## src/rtl/buffer_arbiter.sv

```systemverilog
// buffer_arbiter: arbitrates a shared packet buffer between host word accesses and USB rx/tx byte streams.
// Optional packet inactivity timeout is enabled by defining BUFARB_TIMEOUT_EN.
module buffer_arbiter (
    input  logic       clk,
    input  logic       rst,
    input  logic       host_wr_req,
    input  logic       host_rd_req,
    input  logic [1:0] host_size,
    input  logic       host_flush,
    input  logic       rx_start,
    input  logic       rx_byte_valid,
    input  logic       tx_start,
    input  logic       tx_byte_req,
    input  logic       pkt_done,
    input  logic [6:0] buffer_occupancy,
    output logic       host_ack,
    output logic       host_err,
    output logic       store_rx_packet_data,
    output logic       get_tx_packet_data,
    output logic       store_tx_data,
    output logic       get_rx_data,
    output logic [1:0] data_size,
    output logic       clear,
    output logic       buffer_reserved,
    output logic [1:0] owner,
    output logic       overrun,
    output logic       underrun
);
    typedef enum logic [2:0] {IDLE, HOST, RX_PKT, TX_PKT, FLUSH} state_t;
    state_t state, nxt;
    logic is_wr, host_bad, timeout;
    logic nxt_ack, nxt_err, nxt_store, nxt_get, nxt_clear;
    logic [7:0] bytes;

    assign buffer_reserved = state == RX_PKT || state == TX_PKT;
    assign owner = state == HOST ? 2'd1 : state == RX_PKT ? 2'd2 : state == TX_PKT ? 2'd3 : 2'd0;
    assign store_rx_packet_data = state == RX_PKT && rx_byte_valid && buffer_occupancy < 7'd64;
    assign get_tx_packet_data = state == TX_PKT && tx_byte_req && buffer_occupancy != 7'd0;

`ifdef BUFARB_TIMEOUT_EN
    logic [7:0] idle_cnt;
    assign timeout = buffer_reserved && idle_cnt == 8'hff;
    // Count silent cycles inside a packet; any byte strobe or a state change restarts it.
    always_ff @(posedge clk or posedge rst) begin
        if (rst)
            idle_cnt <= 8'd0;
        else
            idle_cnt <= (buffer_reserved && nxt == state && !store_rx_packet_data && !get_tx_packet_data) ? idle_cnt + 8'd1 : 8'd0;
    end
`else
    assign timeout = 1'b0;
`endif

    // Next state and the registered host/clear responses, with fixed-priority grant in IDLE.
    always_comb begin
        nxt = state;
        nxt_ack = 1'b0;
        nxt_err = 1'b0;
        nxt_store = 1'b0;
        nxt_get = 1'b0;
        nxt_clear = 1'b0;
        bytes = data_size == 2'd0 ? 8'd1 : data_size == 2'd1 ? 8'd2 : 8'd4;
        host_bad = data_size == 2'd3 || (is_wr ? ({1'b0, buffer_occupancy} + bytes > 8'd64) : ({1'b0, buffer_occupancy} < bytes));
        case (state)
            IDLE: begin
                nxt = host_flush ? FLUSH : rx_start ? RX_PKT : tx_start ? TX_PKT : (host_wr_req || host_rd_req) ? HOST : IDLE;
                nxt_clear = host_flush;
            end
            HOST: begin
                nxt = IDLE;
                nxt_err = host_bad;
                nxt_ack = !host_bad;
                nxt_store = !host_bad && is_wr;
                nxt_get = !host_bad && !is_wr;
            end
            RX_PKT, TX_PKT: begin
                nxt = (pkt_done || timeout) ? IDLE : state;
                nxt_clear = timeout;
            end
            FLUSH: begin
                nxt = IDLE;
                nxt_ack = 1'b1;
            end
            default: nxt = IDLE;
        endcase
    end

    // State register, host access latch, registered strobes and sticky error flags.
    always_ff @(posedge clk or posedge rst) begin
        if (rst) begin
            state <= IDLE;
            is_wr <= 1'b0;
            data_size <= 2'd0;
            host_ack <= 1'b0;
            host_err <= 1'b0;
            store_tx_data <= 1'b0;
            get_rx_data <= 1'b0;
            clear <= 1'b0;
            overrun <= 1'b0;
            underrun <= 1'b0;
        end else begin
            state <= nxt;
            if (state == IDLE && nxt == HOST) begin
                is_wr <= host_wr_req;
                data_size <= host_size;
            end
            host_ack <= nxt_ack;
            host_err <= nxt_err;
            store_tx_data <= nxt_store;
            get_rx_data <= nxt_get;
            clear <= nxt_clear;
            overrun <= clear ? 1'b0 : overrun | (state == RX_PKT && rx_byte_valid && buffer_occupancy >= 7'd64);
            underrun <= clear ? 1'b0 : underrun | (state == TX_PKT && tx_byte_req && buffer_occupancy == 7'd0);
        end
    end
endmodule

```

## config.mk

```make
export PLATFORM = sky130hd
export DESIGN_NAME = buffer_arbiter
export DESIGN_NICKNAME = d
export VERILOG_FILES = /design/src/rtl/buffer_arbiter.sv
export SDC_FILE = /design/constraint.sdc
export NUM_CORES = 1
export LEC_CHECK = 0
export ABC_AREA = 1
export CORE_MARGIN = 2
export CORE_UTILIZATION = 39
export DETAILED_ROUTE_END_ITERATION = 8
export GPL_TIMING_DRIVEN = 0
export HOLD_SLACK_MARGIN = 0.05
export PLACE_DENSITY_LB_ADDON = 0.1
export SLEW_MARGIN = 20
export SYNTH_ARGS = -nofsm -noshare
export SYNTH_HDL_FRONTEND = slang
export SYNTH_SLANG_ARGS = --single-unit
```

## constraint.sdc

```tcl
create_clock -name clk -period 1.9 [get_ports clk]
set_input_delay 0.38 -clock clk [delete_from_list [all_inputs] [get_ports clk]]
set_output_delay 0.38 -clock clk [all_outputs]
set_load 0.02 [all_outputs]
```

[Yosys cells after proc, flatten, opt, wreduce, memory -nomap -nowiden]
Index checks and enable logic that the tools add are counted.
Storage, ports and cells
  logic and storage cells: 62
  output and inout bits: 14
  bits in read-only memories: 0
  bits in writable memories: 0
  memories: 0
  input port bits: 19
  register bits after elaboration: 13
  latch bits: 0
Operators by class
  $mul: 0
  div/mod/pow operators: 0
  bitwise gates (word level): 2
  add/sub/neg operators: 1
  order comparisons: 4
  reduce and logical (&&, ||, !) cells: 19
  shifts and indexed selects: 0
  equality and inequality tests: 7
  muxes and demuxes: 19
Operators by type and width (number)
  $mux 3: 4
  $mux 2: 5
  $logic_and 1x1->1: 9
  $add 7x3->8: 1
  $gt 8x7->1 const B: 1
  $mux 1: 8
  $ge 7x7->1 const B: 1
  $logic_not 7->1: 1
  $lt 7x3->1: 1
  $lt 7x7->1 const B: 1
  $reduce_bool 7->1: 1
  $eq 3x1->1 const B: 2
  $eq 3x2->1 const B: 2
  $pmux 3 s2: 1
  $eq 3x3->1 const B: 1
  $logic_not 3->1: 1
  $logic_or 1x1->1: 3
  $eq 2x1->1 const B: 1
  $eq 2x2->1 const B: 1
  $logic_not 1->1: 2
  $logic_not 2->1: 1
  $or 1x1->1: 2
  $pmux 1 s2: 1
  $reduce_or 2->1: 1

[Longest topological paths before layout]
Gate-level depths: netlist of the first run.
  depth in word-level cells: 10
  depth in mapped cells: 14
  mapped depth without buffers: 14

[Least setup slack after synthesis of the first run]
No wires, ideal clock.
  path kind: register to register
  start: register data_size[0]
  end: register host_ack
  data required time: 1782 ps
  arrival: 1872 ps
  path buffers: 0
  path slack: -90 ps
  setup time: 118 ps
  cell stages (with the launch flop): 13
  period minus slack after synthesis: 1990 ps
  cell sequence: dfrtp_1 inv_1 nor2_1 inv_1 fa_1 o21bai_1 nand2_1 nand2_1 nand2_2 a21oi_1 nand2_1 nand3_2 nand2_1
Between the ends
  word-level cells in the longest chain between the ends: 9
  elaborated cells on any way between the ends: 12
  classes of those cells: add/sub: 1; order compare: 2; eq/ne: 2; mux: 4; reduce/logical: 3
RTL lines
  from (decl): RTL line 22  | output logic [1:0] data_size,
  from (signal assigned): RTL line 105  | data_size <= host_size;
  $eq 2x1->1: RTL line 62  | bytes = data_size == 2'd0 ? 8'd1 : data_size == 2'd1 ? 8'd2 : 8'd4;
  $mux 3 (2 in a row): RTL line 62
  $add 7x3->8: RTL line 63  | host_bad = data_size == 2'd3 || (is_wr ? ({1'b0, buffer_occupancy} + bytes > 8'd64) : ({1'b0, buffer_occupancy ...
  $gt 8x7->1: RTL line 63
  $mux 1: RTL line 63
  $logic_or 1x1->1 *: RTL line 63
  $logic_not 1->1 *: RTL line 72  | nxt_ack = !host_bad;
  $pmux 1 s2 *: RTL line 64  | case (state)
  via nxt_ack: RTL line 32  | logic nxt_ack, nxt_err, nxt_store, nxt_get, nxt_clear;
  to (signal assigned): RTL line 107  | host_ack <= nxt_ack;
  to (decl): RTL line 16  | output logic host_ack,
The timed path passes the listed nets; every way through them passes the cells marked *.
A chain may end at the register's enable or synchronous reset.

[Worst setup path in the final report of the first run]
  start: register data_size[0]
  end: register host_err
Between the ends
  word-level cells in the longest chain between the ends: 8
  elaborated cells on any way between the ends: 11
  classes of those cells: add/sub: 1; order compare: 2; eq/ne: 2; mux: 4; reduce/logical: 2
RTL lines
  $eq 2x1->1: RTL line 62
  $mux 3 (2 in a row): RTL line 62
  $add 7x3->8: RTL line 63
  $gt 8x7->1: RTL line 63
  $mux 1: RTL line 63
  $logic_or 1x1->1 *: RTL line 63
  $mux 1 *: RTL line 64
  via nxt_err: RTL line 32
  to (signal assigned): RTL line 108  | host_err <= nxt_err;
  to (decl): RTL line 17  | output logic host_err,
Marked as above.

==> results of run 1 <==
timing repair:
| action | 4_1_cts | 5_1_grt |
|---|---|---|
| resized for setup | 25 | 20 |
| buffers inserted | 4 | 2 |
| endpoints found under the setup margin | 9 | 6 |
| hold endpoints to repair | 0 | 0 |
| pin swaps | 2 | 10 |
critical path: stages (launching register included):
cell                       delay, ns
sky130_fd_sc_hd__dfrtp_2        0.41
sky130_fd_sc_hd__inv_2          0.06
sky130_fd_sc_hd__nor2_4         0.11
sky130_fd_sc_hd__inv_2          0.06
sky130_fd_sc_hd__fa_2           0.43
sky130_fd_sc_hd__o21bai_4       0.17
sky130_fd_sc_hd__nand2_2        0.07
sky130_fd_sc_hd__nand2_2        0.07
sky130_fd_sc_hd__nand2_2        0.06
sky130_fd_sc_hd__a21oi_2        0.13
sky130_fd_sc_hd__nand2_2        0.08
sky130_fd_sc_hd__buf_4          0.13
sky130_fd_sc_hd__a21oi_2        0.11
how the worst max path moves through the flow:
stage                         from                 end  slack, ns  cells past startpoint
6_report              data_size[0]            host_err      -0.06                     12
5_1_grt               data_size[0]       store_tx_data      -0.18                     13
4_1_cts        buffer_occupancy[4]  get_tx_packet_data      -0.07                      8
3_5_place_dp   buffer_occupancy[4]  get_tx_packet_data      -0.60                      8
3_3_place_gp   buffer_occupancy[4]  get_tx_packet_data      -0.58                      8
2_1_floorplan         data_size[0]            host_ack       0.01                     12
area by class of cell:
type                    count  area (µm²)  area share
repair buffers             38         359       0.252
inverters                  22        82.6      0.0580
flip-flops and latches     13         328       0.230
clock buffers               4        26.3      0.0185
well taps                  28        35.0      0.0246
multi-input cells          92         589       0.414
plain buffers               1        3.75     0.00264
synthesized netlist by cell type, types with 2 or more instances:
cell type | instances | area [µm²]
sky130_fd_sc_hd__inv_1 | 21 | 78.8
sky130_fd_sc_hd__nand2_1 | 26 | 97.6
sky130_fd_sc_hd__a21oi_1 | 9 | 45.0
sky130_fd_sc_hd__nand2_2 | 2 | 12.5
sky130_fd_sc_hd__ha_1 | 4 | 50.1
sky130_fd_sc_hd__nor2_1 | 21 | 78.8
sky130_fd_sc_hd__dfrtp_1 | 13 | 325
sky130_fd_sc_hd__nand3_1 | 10 | 50.1
sky130_fd_sc_hd__nor3_1 | 7 | 35.0
sky130_fd_sc_hd__nor2_2 | 2 | 12.5
state kept, by name, indices dropped and copies added, names as in the netlist:
signal and cells:
store_tx_data 1, underrun 1, data_size 2, host_ack 1
overrun 1, is_wr 1, clear 1, host_err 1
state 3, get_rx_data 1
metrics by stage:
stage	setup slack (ns)	util
finish	-0.0625	0.650
global route	-0.184	0.650
CTS	-0.0654	0.625
detailed placement	-0.604	0.579
global placement	-0.584	0.579
floorplan	0.0123	-
kinds of logic (layout without fill, tap and decap cells):
| logic type | count (synthesis) | in the layout |
|---|---|---|
| AO/OA/AOI/OAI | 14 | 14 |
| adder cells (fa/ha/maj) | 5 | 5 |
| buffers and inverters | 23 | 65 |
| flip-flops | 13 | 13 |
| AND/OR/NAND/NOR | 73 | 73 |
power groups by stage:
| stage | registers [µW] | clock network, µW | logic [µW] |
|---|---|---|---|
| floorplan | 470 | 0 | 389 |
| global placement | 428 | 0 | 678 |
| detailed placement | 429 | 0 | 690 |
| CTS | 424 | 170 | 821 |
| global route | 437 | 187 | 985 |
| finish | 424 | 163 | 890 |
per-layer routing:
metal / share of wire / up-vias / track usage
met5: 0 / - / 0
met4: 0.0046 / 0 / 0.0263
met3: 0.044 / 2 / 0.0431
met2: 0.50 / 26 / 0.321
met1: 0.45 / 437 / 0.241
li1: - / 493 / -
==> key figures, run 1 <==
Outcome
  – Outcome: complete, but fails checks
  – Failing checks: setup timing

CTS
  – Sink count of the clock tree: 13
  – TritonCTS clock tree: built
  – Quantity of hold-fixing buffers added after cts: 0
  – Longest Clk Path Bufs: 2
  – TritonCTS buffer count: 3
  – Root buffer selected by CTS: sky130_fd_sc_hd__clkbuf_4
  – Post-CTS clock slew at the launch and capture registers of the worst setup and hold paths: 0.07 ns
  – Number of H-tree levels: 1
  – Clock network latency to the later pin of the worst-skew pair: 0.27 ns

Power and ir drop
  – Worst IR drop on VDD: 0.728 mV
  – Net switching power: 643 µW
  – Clock share of power: 0.110
  – Flop pwr share: 0.287
  – Fraction of power consumed by combinational cells: 0.603
  – P per Cell Area: 1040 nW/µm²
  – Switching portion of total power: 0.435
  – Cell internal pwr: 834 µW
  – Post-layout power: 1480 µW
  – P_leak: 0.000723 µW

Yosys
  – EDFF count, synth: 0
  – Number of synthesized register bits: 13
  – Number of synthesis warnings: 0
  – Post-synthesis share of cell area spent on and, or, nand and nor gates: 0.367
  – Sequential element share of the synthesized area: 0.362
  – Fraction of synthesized cell area in xor and xnor cells: 0
  – Fraction of the mapped netlist area in compound gates: 0.0974
  – Synthesized Nets: 152
  – Ys async rst share: 1.00
  – Area of the mapped netlist: 900 µm²
  – Number of standard cells after synthesis: 128
  – Portion of netlist area occupied by mux cells: 0
  – Average footprint of a synthesized cell: 7.03 µm²
  – Number of unique standard cell types used by synthesis: 23
  – Synth Area in Adders: 0.0779
  – Most used flip-flop cell after synthesis: sky130_fd_sc_hd__dfrtp_1
  – Largest family of logic cells by synthesized area: simple AND/OR/NAND/NOR gates

Detailed routing
  – Number of design rule violations left after detail routing: 0
  – DR WL/cell: 11.0 µm
  – Number of nets still failing antenna checks after routing: 0
  – Detailed-router iteration count before antenna repair: 4
  – DRT iter0 DRCs: 21
  – Count of vias placed by the detailed router: 958
  – Detail-routed via count per cell: 4.84
  – Routed WL: 2180 µm

Timing
  – Final period util: 1.03
  – RSZ-0062 raised after global routing: yes
  – Fin. max-slew vios: 0
  – Number of setup violations in the final report: 3
  – Total count of hold-check failures in the final report: 0
  – Post-layout min period: 1.96 ns
  – Setup TNS: -0.109 ns
  – Headroom to the max-slew limit: 0.677
  – Peak Freq: 510 MHz
  – Actual slew at the worst max-slew pin: 0.485 ns
  – Min setup slack post-route: -0.0625 ns
  – Hold Slack: 0.431 ns
  – Worst clock skew: 0.00189 ns

Final layout
  – Most common cell after layout, fill and taps aside: sky130_fd_sc_hd__nand2_1
  – Commonest cells after routing, fill and taps aside: sky130_fd_sc_hd__nand2_1 (20), sky130_fd_sc_hd__clkdlybuf4s50_1 (19), sky130_fd_sc_hd__inv_1 (17)
  – Number of nets in the layout: 195
  – Count of inserted antenna diode cells: 0
  – Number of filler cells placed in the layout: 191
  – Layout cells sized above 1: 0.288
  – Final Instance Area: 1420 µm²
  – Non-Filler Instances: 198
  – Layout-stage area growth over the synthesis result: 58.3%

GRT
  – Total global routing overflow: 0
  – Initial antenna violation count: 0
  – GRT Overall Usage: 0.186
  – First-pass GRT wire length: 3760 µm
  – Pin count of the biggest net entering global routing: 14
  – Number of global-route vias before repair: 897

Setup path
  – Maximum fanout count along the critical path: 3
  – R2R Path Start: data_size[0]
  – Data required time of the critical path: 2.10 ns
  – Sort of element at the start of the critical path: register
  – Worst path arrival time: 2.16 ns
  – Start-to-end type of the worst setup path: reg -> reg
  – Flop2flop setup slack: -0.06 ns
  – Reg-to-reg endpoint: host_err
  – Endpoint kind of the worst setup timing path: register
  – Cell depth of the worst flop-to-flop path: 12

Placed design
  – Placed wire-length estimate after detailed placement: 1700 µm
  – Placement-stage cell area: 1270 µm²
  – Total placed cells including tap cells: 188
  – Number of port buffers: 32
  – Placer's final routability congestion estimate: 0.759

Worst hold path
  – Class of the worst hold path: in -> async

Floorplan
  – Ports: 33
  – Die extent in y: 52.0 µm
  – Standard cell core area: 2190 µm²
  – Chip width: 52.0 µm
  – Site Rows: 17
  – Die area: 2710 µm²
  – Initial Utilization: 0.411

Job
  – Number of violations of the max-capacitance limit: 0
No activity file was read; power rests on OpenSTA's default activity.
==> inputs of run 2 (changes only) <==
--- a/config.mk
+++ b/config.mk
@@ -6,8 +6,10 @@
 export NUM_CORES = 1
 export LEC_CHECK = 0
 export ABC_AREA = 1
+export CELL_PAD_IN_SITES_DETAIL_PLACEMENT = 1
+export CELL_PAD_IN_SITES_GLOBAL_PLACEMENT = 1
 export CORE_MARGIN = 2
-export CORE_UTILIZATION = 39
+export CORE_UTILIZATION = 27
 export DETAILED_ROUTE_END_ITERATION = 8
 export GPL_TIMING_DRIVEN = 0
 export HOLD_SLACK_MARGIN = 0.05
==> key figures, run 2 (same netlist as run 1, synthesis figures left out) <==
Timing
  – Total count of hold-check failures in the final report: 0
  – Post-layout min period: 2.03 ns
  – Number of setup violations in the final report: 4
  – Worst clock skew: 0.00341 ns
  – Actual slew at the worst max-slew pin: 0.479 ns
  – Headroom to the max-slew limit: 0.680
  – Final period util: 1.07
  – RSZ-0062 raised after global routing: yes
  – Min setup slack post-route: -0.127 ns
  – Hold Slack: 0.425 ns
  – Fin. max-slew vios: 0
  – Peak Freq: 493 MHz

Final layout
  – Commonest cells after routing, fill and taps aside: sky130_fd_sc_hd__nand2_1 (20), sky130_fd_sc_hd__clkdlybuf4s50_1 (20), sky130_fd_sc_hd__inv_1 (18)
  – Largest regs: state (3), data_size (2)
  – Layout cells sized above 1: 0.289
  – Number of nets in the layout: 198
  – Top reg by flops: state
  – Post-route core utilization: 0.475
  – Layout-stage area growth over the synthesis result: 63.8%
  – Max FFs per register: 3
  – Count of inserted antenna diode cells: 0
  – Final Instance Area: 1470 µm²

Setup path
  – Flop2flop setup slack: -0.13 ns
  – Maximum fanout count along the critical path: 4
  – Endpoint kind of the worst setup timing path: register
  – Worst path arrival time: 2.23 ns
  – R2R Path Start: data_size[0]
  – Sort of element at the start of the critical path: register
  – Gate family responsible for the most delay along the worst path: adder cells
  – Delay of the slowest cell on the worst path: 0.44 ns
  – Cell type of the slowest stage on the worst timing path: sky130_fd_sc_hd__fa_2
  – Cell Chain, Critical Path: inv_2 > nor2_4 > inv_2 > fa_2 > o21bai_4 > nand2_1 > nand2_1 > nand2_2 > a21oi_2 > nand2_2 > buf_4 > a21oi_2
  – Data required time of the critical path: 2.10 ns
  – Start-to-end type of the worst setup path: reg -> reg
  – Reg-to-reg endpoint: host_err
  – Number of buffers and inverters on the critical path: 3
  – Cell depth of the worst flop-to-flop path: 12

GRT
  – Met1 Use GR: 0.214
  – Initial antenna violation count: 0
  – Most crowded layer after global routing: met2
  – Pin count of the biggest net entering global routing: 14
  – Total global routing overflow: 0
  – GRT Overall Usage: 0.149
  – Number of global-route vias before repair: 945
  – GRT met2 Usage: 0.223
  – First-pass GRT wire length: 4200 µm
  – GR met3 Demand/Resource: 0.0352

Detailed routing
  – Detailed-router iteration count before antenna repair: 4
  – DRT iter0 DRCs: 29
  – DR WL/cell: 11.7 µm
  – Number of design rule violations left after detail routing: 0
  – Routed WL: 2540 µm
  – Count of vias placed by the detailed router: 953
  – Number of nets still failing antenna checks after routing: 0
  – Detail-routed via count per cell: 4.39

Placed design
  – Worst setup timing slack at the placement stage: -0.651 ns
  – Placement-stage cell area: 1290 µm²
  – Placer's final routability congestion estimate: 0.717
  – Number of port buffers: 32
  – Placed wire-length estimate after detailed placement: 2060 µm

Power and ir drop
  – P_leak: 0.000737 µW
  – Worst IR drop on VDD: 0.440 mV
  – Fraction of power consumed by combinational cells: 0.606
  – Net switching power: 663 µW
  – Post-layout power: 1520 µW
  – P per Cell Area: 1030 nW/µm²
  – Clock share of power: 0.110
  – Switching portion of total power: 0.436
  – Cell internal pwr: 857 µW
  – Flop pwr share: 0.285

Floorplan
  – Initial Utilization: 0.290
  – Site Rows: 20
  – Die area: 3810 µm²
  – Die extent in y: 61.7 µm
  – Standard cell core area: 3100 µm²
  – Ports: 33
  – Chip width: 61.7 µm

Outcome
  – Outcome: complete, but fails checks
  – Failing checks: setup timing

CTS
  – Number of H-tree levels: 1
  – TritonCTS clock tree: built
  – Quantity of hold-fixing buffers added after cts: 0
  – Longest Clk Path Bufs: 2
  – TritonCTS buffer count: 3
  – Sink count of the clock tree: 13
  – Clock network latency to the later pin of the worst-skew pair: 0.27 ns
  – Root buffer selected by CTS: sky130_fd_sc_hd__clkbuf_4
  – Post-CTS clock slew at the launch and capture registers of the worst setup and hold paths: 0.08 ns

Job
  – Number of violations of the max-capacitance limit: 0

Worst hold path
  – Class of the worst hold path: in -> async
run 2: worst reg2reg max path: cells and delay by family (launching register included):
family	cells	cell delay, ns
AO/OA/AOI/OAI	3	0.42
adder cells (fa/ha/maj)	1	0.44
AND/OR/NAND/NOR	5	0.40
flip-flops	1	0.43
buffers and inverters	3	0.26
run 2: final cells by class:
cell class | count | area (µm²)
Fill cell | 419 | 1630
Buffer | 1 | 3.75
Timing Repair Buffer | 41 | 387
Inverter | 22 | 82.6
Clock buffer | 4 | 26.3
Multi-Input combinational cell | 92 | 592
Tap cell | 44 | 55.1
Sequential cell | 13 | 328
run 2: worst max-delay path by stage:
stage | startpoint | end | slack, ns | depth (start not counted)
floorplan | data_size[0] | host_ack | 0.01 | 12
global placement | buffer_occupancy[4] | get_tx_packet_data | -0.64 | 8
detailed placement | buffer_occupancy[4] | get_tx_packet_data | -0.65 | 8
CTS | buffer_occupancy[4] | get_tx_packet_data | -0.12 | 8
global route | data_size[0] | get_rx_data | -0.26 | 13
finish | data_size[0] | host_err | -0.13 | 12
run 2: power groups by stage:
stage / sequential, µW / combinational [µW] / clock, µW
floorplan: 470 / 389 / 0
global placement: 431 / 693 / 0
detailed placement: 432 / 713 / 0
CTS: 426 / 849 / 174
global route: 447 / 1030 / 188
finish: 433 / 921 / 167
run 2: metal layers:
metal	wire length [µm]	share of wire
met1	1220	0.48
met2	1180	0.46
met3	132	0.052
met4	15	0.0059
met5	0	0
run 2: per-stage QoR:
| stage | TNS, ns | cells |
|---|---|---|
| 6_report | -0.415 | 217 |
| 3_5_place_dp | -3.21 | 204 |
| 3_3_place_gp | -2.86 | 204 |
| 4_1_cts | -0.395 | 213 |
| 5_1_grt | -0.942 | 217 |
| 2_1_floorplan | 0 | 128 |
run 2: repair_timing:
action | CTS | global route
pin swaps | 5 | 14
setup endpoints to repair | 9 | 6
gates resized for setup | 25 | 20
cloned | 0 | 0
setup buffers | 5 | 4
==> inputs of run 3 (changes only) <==
--- a/config.mk
+++ b/config.mk
@@ -9,7 +9,7 @@
 export CELL_PAD_IN_SITES_DETAIL_PLACEMENT = 1
 export CELL_PAD_IN_SITES_GLOBAL_PLACEMENT = 1
 export CORE_MARGIN = 2
-export CORE_UTILIZATION = 27
+export CORE_UTILIZATION = 30
 export DETAILED_ROUTE_END_ITERATION = 8
 export GPL_TIMING_DRIVEN = 0
 export HOLD_SLACK_MARGIN = 0.05
==> constraint.sdc (replaced) <==
create_clock -name clk -period 2 [get_ports clk]
set_input_delay 0.4 -clock clk [delete_from_list [all_inputs] [get_ports clk]]
set_output_delay 0.4 -clock clk [all_outputs]
set_load 0.02 [all_outputs]
==> key figures, run 3 (same netlist as run 1, synthesis figures left out) <==
GRT
  – Number of global-route vias before repair: 970
  – Initial antenna violation count: 0
  – Most crowded layer after global routing: met2
  – First-pass GRT wire length: 4570 µm
  – Total global routing overflow: 0
  – Pin count of the biggest net entering global routing: 14
  – GRT Overall Usage: 0.176
  – GR met3 Demand/Resource: 0.0549
  – GRT met2 Usage: 0.305
  – Met1 Use GR: 0.224

Floorplan
  – Standard cell core area: 2810 µm²
  – Initial Utilization: 0.321
  – Ports: 33
  – Site Rows: 19
  – Die extent in y: 58.8 µm
  – Chip width: 58.8 µm
  – Die area: 3450 µm²

Placed design
  – Placed wire-length estimate after detailed placement: 2110 µm
  – Placement-stage cell area: 1260 µm²
  – Total placed cells including tap cells: 191
  – Worst setup timing slack at the placement stage: -0.537 ns
  – Number of port buffers: 32
  – Placer's final routability congestion estimate: 0.693

CTS
  – TritonCTS buffer count: 3
  – Number of H-tree levels: 1
  – Post-CTS clock slew at the launch and capture registers of the worst setup and hold paths: 0.08 ns
  – Longest Clk Path Bufs: 2
  – TritonCTS clock tree: built
  – Root buffer selected by CTS: sky130_fd_sc_hd__clkbuf_4
  – Quantity of hold-fixing buffers added after cts: 0
  – Sink count of the clock tree: 13
  – Clock network latency to the later pin of the worst-skew pair: 0.28 ns

Timing
  – Headroom to the max-slew limit: 0.668
  – Total count of hold-check failures in the final report: 0
  – Fin. max-slew vios: 0
  – Worst clock skew: 0.00429 ns
  – Post-layout min period: 1.99 ns
  – RSZ-0062 raised after global routing: yes
  – Actual slew at the worst max-slew pin: 0.498 ns
  – Number of setup violations in the final report: 0
  – Min setup slack post-route: 0.0109 ns
  – Hold Slack: 0.450 ns
  – Final period util: 0.995
  – Peak Freq: 503 MHz

Power and ir drop
  – Worst IR drop on VDD: 0.553 mV
  – P per Cell Area: 998 nW/µm²
  – P_leak: 0.000770 µW

Final layout
  – Layout cells sized above 1: 0.276
  – Commonest cells after routing, fill and taps aside: sky130_fd_sc_hd__clkdlybuf4s50_1 (21), sky130_fd_sc_hd__nand2_1 (20), sky130_fd_sc_hd__inv_1 (19)
  – Largest regs: state (3), data_size (2)
  – Most common cell after layout, fill and taps aside: sky130_fd_sc_hd__clkdlybuf4s50_1
  – Number of nets in the layout: 199
  – Non-Filler Instances: 205
  – Number of filler cells placed in the layout: 357
  – Count of inserted antenna diode cells: 0
  – Top reg by flops: state
  – Post-route core utilization: 0.524
  – Layout-stage area growth over the synthesis result: 63.3%
  – Max FFs per register: 3
  – Final Instance Area: 1470 µm²

Detailed routing
  – Number of nets still failing antenna checks after routing: 0
  – DRT iter0 DRCs: 24
  – Routed WL: 2810 µm
  – Count of vias placed by the detailed router: 996
  – DR WL/cell: 13.7 µm
  – Detailed-router iteration count before antenna repair: 6
  – Detail-routed via count per cell: 4.86
  – Number of design rule violations left after detail routing: 3

Setup path
  – Worst path arrival time: 2.20 ns
  – Endpoint kind of the worst setup timing path: register
  – Maximum fanout count along the critical path: 4
  – Sort of element at the start of the critical path: register
  – Data required time of the critical path: 2.21 ns
  – Start-to-end type of the worst setup path: reg -> reg

Outcome
  – Outcome: complete, but fails checks
  – Failing checks: DRC

Job
  – Number of violations of the max-capacitance limit: 0

Worst hold path
  – Class of the worst hold path: in -> async
-- run 3: cell count changes in the layout (fill, tap and decap cells not counted), sizes merged --
cell	change
dlygate4sd2	-2
clkdlybuf4s50	+1
buf	+1
clkbuf	-1
dlymetal6s2s	+2
-- run 3: area by class of cell --
| type | count | area (µm²) | area share |
|---|---|---|---|
| buffer | 1 | 3.75 | 0.00256 |
| clock buffer | 4 | 26.3 | 0.0179 |
| inverter | 22 | 82.6 | 0.0562 |
| multi-input combinational | 92 | 582 | 0.396 |
| sequential | 13 | 329 | 0.224 |
| tap | 31 | 38.8 | 0.0264 |
| timing repair buffer | 42 | 407 | 0.277 |
-- run 3: metrics by stage --
stage          power [µW]  setup TNS (ns)
3_5_place_dp         1070           -2.66
2_1_floorplan         804               0
5_1_grt              1590          -0.452
4_1_cts              1390         -0.0976
6_report             1470               0
3_3_place_gp         1050           -2.48
-- run 3: final timing paths --
kind                            slack (ns)         start     endpoint  depth (start not counted)
worst min-delay path                  0.45           rst     state[0]                          2
max in group asynchronous             1.19           rst     state[1]                          2
worst max register to register        0.01  data_size[1]  get_rx_data                         12
worst max-delay path                  0.01  data_size[1]  get_rx_data                         12
min in group clk                      0.47         clear     underrun                          1
worst min register to register        0.47         clear     underrun                          1
-- run 3: routing by layer --
| layer | vias up | share of wire |
|---|---|---|
| met1 | 476 | 0.42 |
| met4 | 0 | 0.0096 |
| met2 | 22 | 0.52 |
| met3 | 2 | 0.051 |
| li1 | 496 | - |
| met5 | - | 0 |
-- run 3: worst max-delay path: stages, from the launching register on --
cell and delay (ns):
sky130_fd_sc_hd__dfrtp_2 0.45, sky130_fd_sc_hd__nor2_4 0.13, sky130_fd_sc_hd__nand2_2 0.07, sky130_fd_sc_hd__fa_2 0.42, sky130_fd_sc_hd__o21bai_4 0.16, sky130_fd_sc_hd__nand2_1 0.07
sky130_fd_sc_hd__nand2_1 0.07, sky130_fd_sc_hd__nand2_2 0.06, sky130_fd_sc_hd__nor2_2 0.10, sky130_fd_sc_hd__nand3_2 0.10, sky130_fd_sc_hd__nand2_2 0.10, sky130_fd_sc_hd__nand3_4 0.08
sky130_fd_sc_hd__nor2_2 0.10
-- run 3: power by group --
group          internal [µW]  switching (µW)
logic                    418             476
clock network           77.4            82.3
registers                333            79.6
-- run 3: timing repair --
| item | CTS | global route |
|---|---|---|
| buffers inserted | 7 | 3 |
| gates resized for setup | 20 | 24 |
| setup endpoints to repair | 9 | 8 |
| gates cloned | 0 | 0 |
| pin swaps | 2 | 12 |
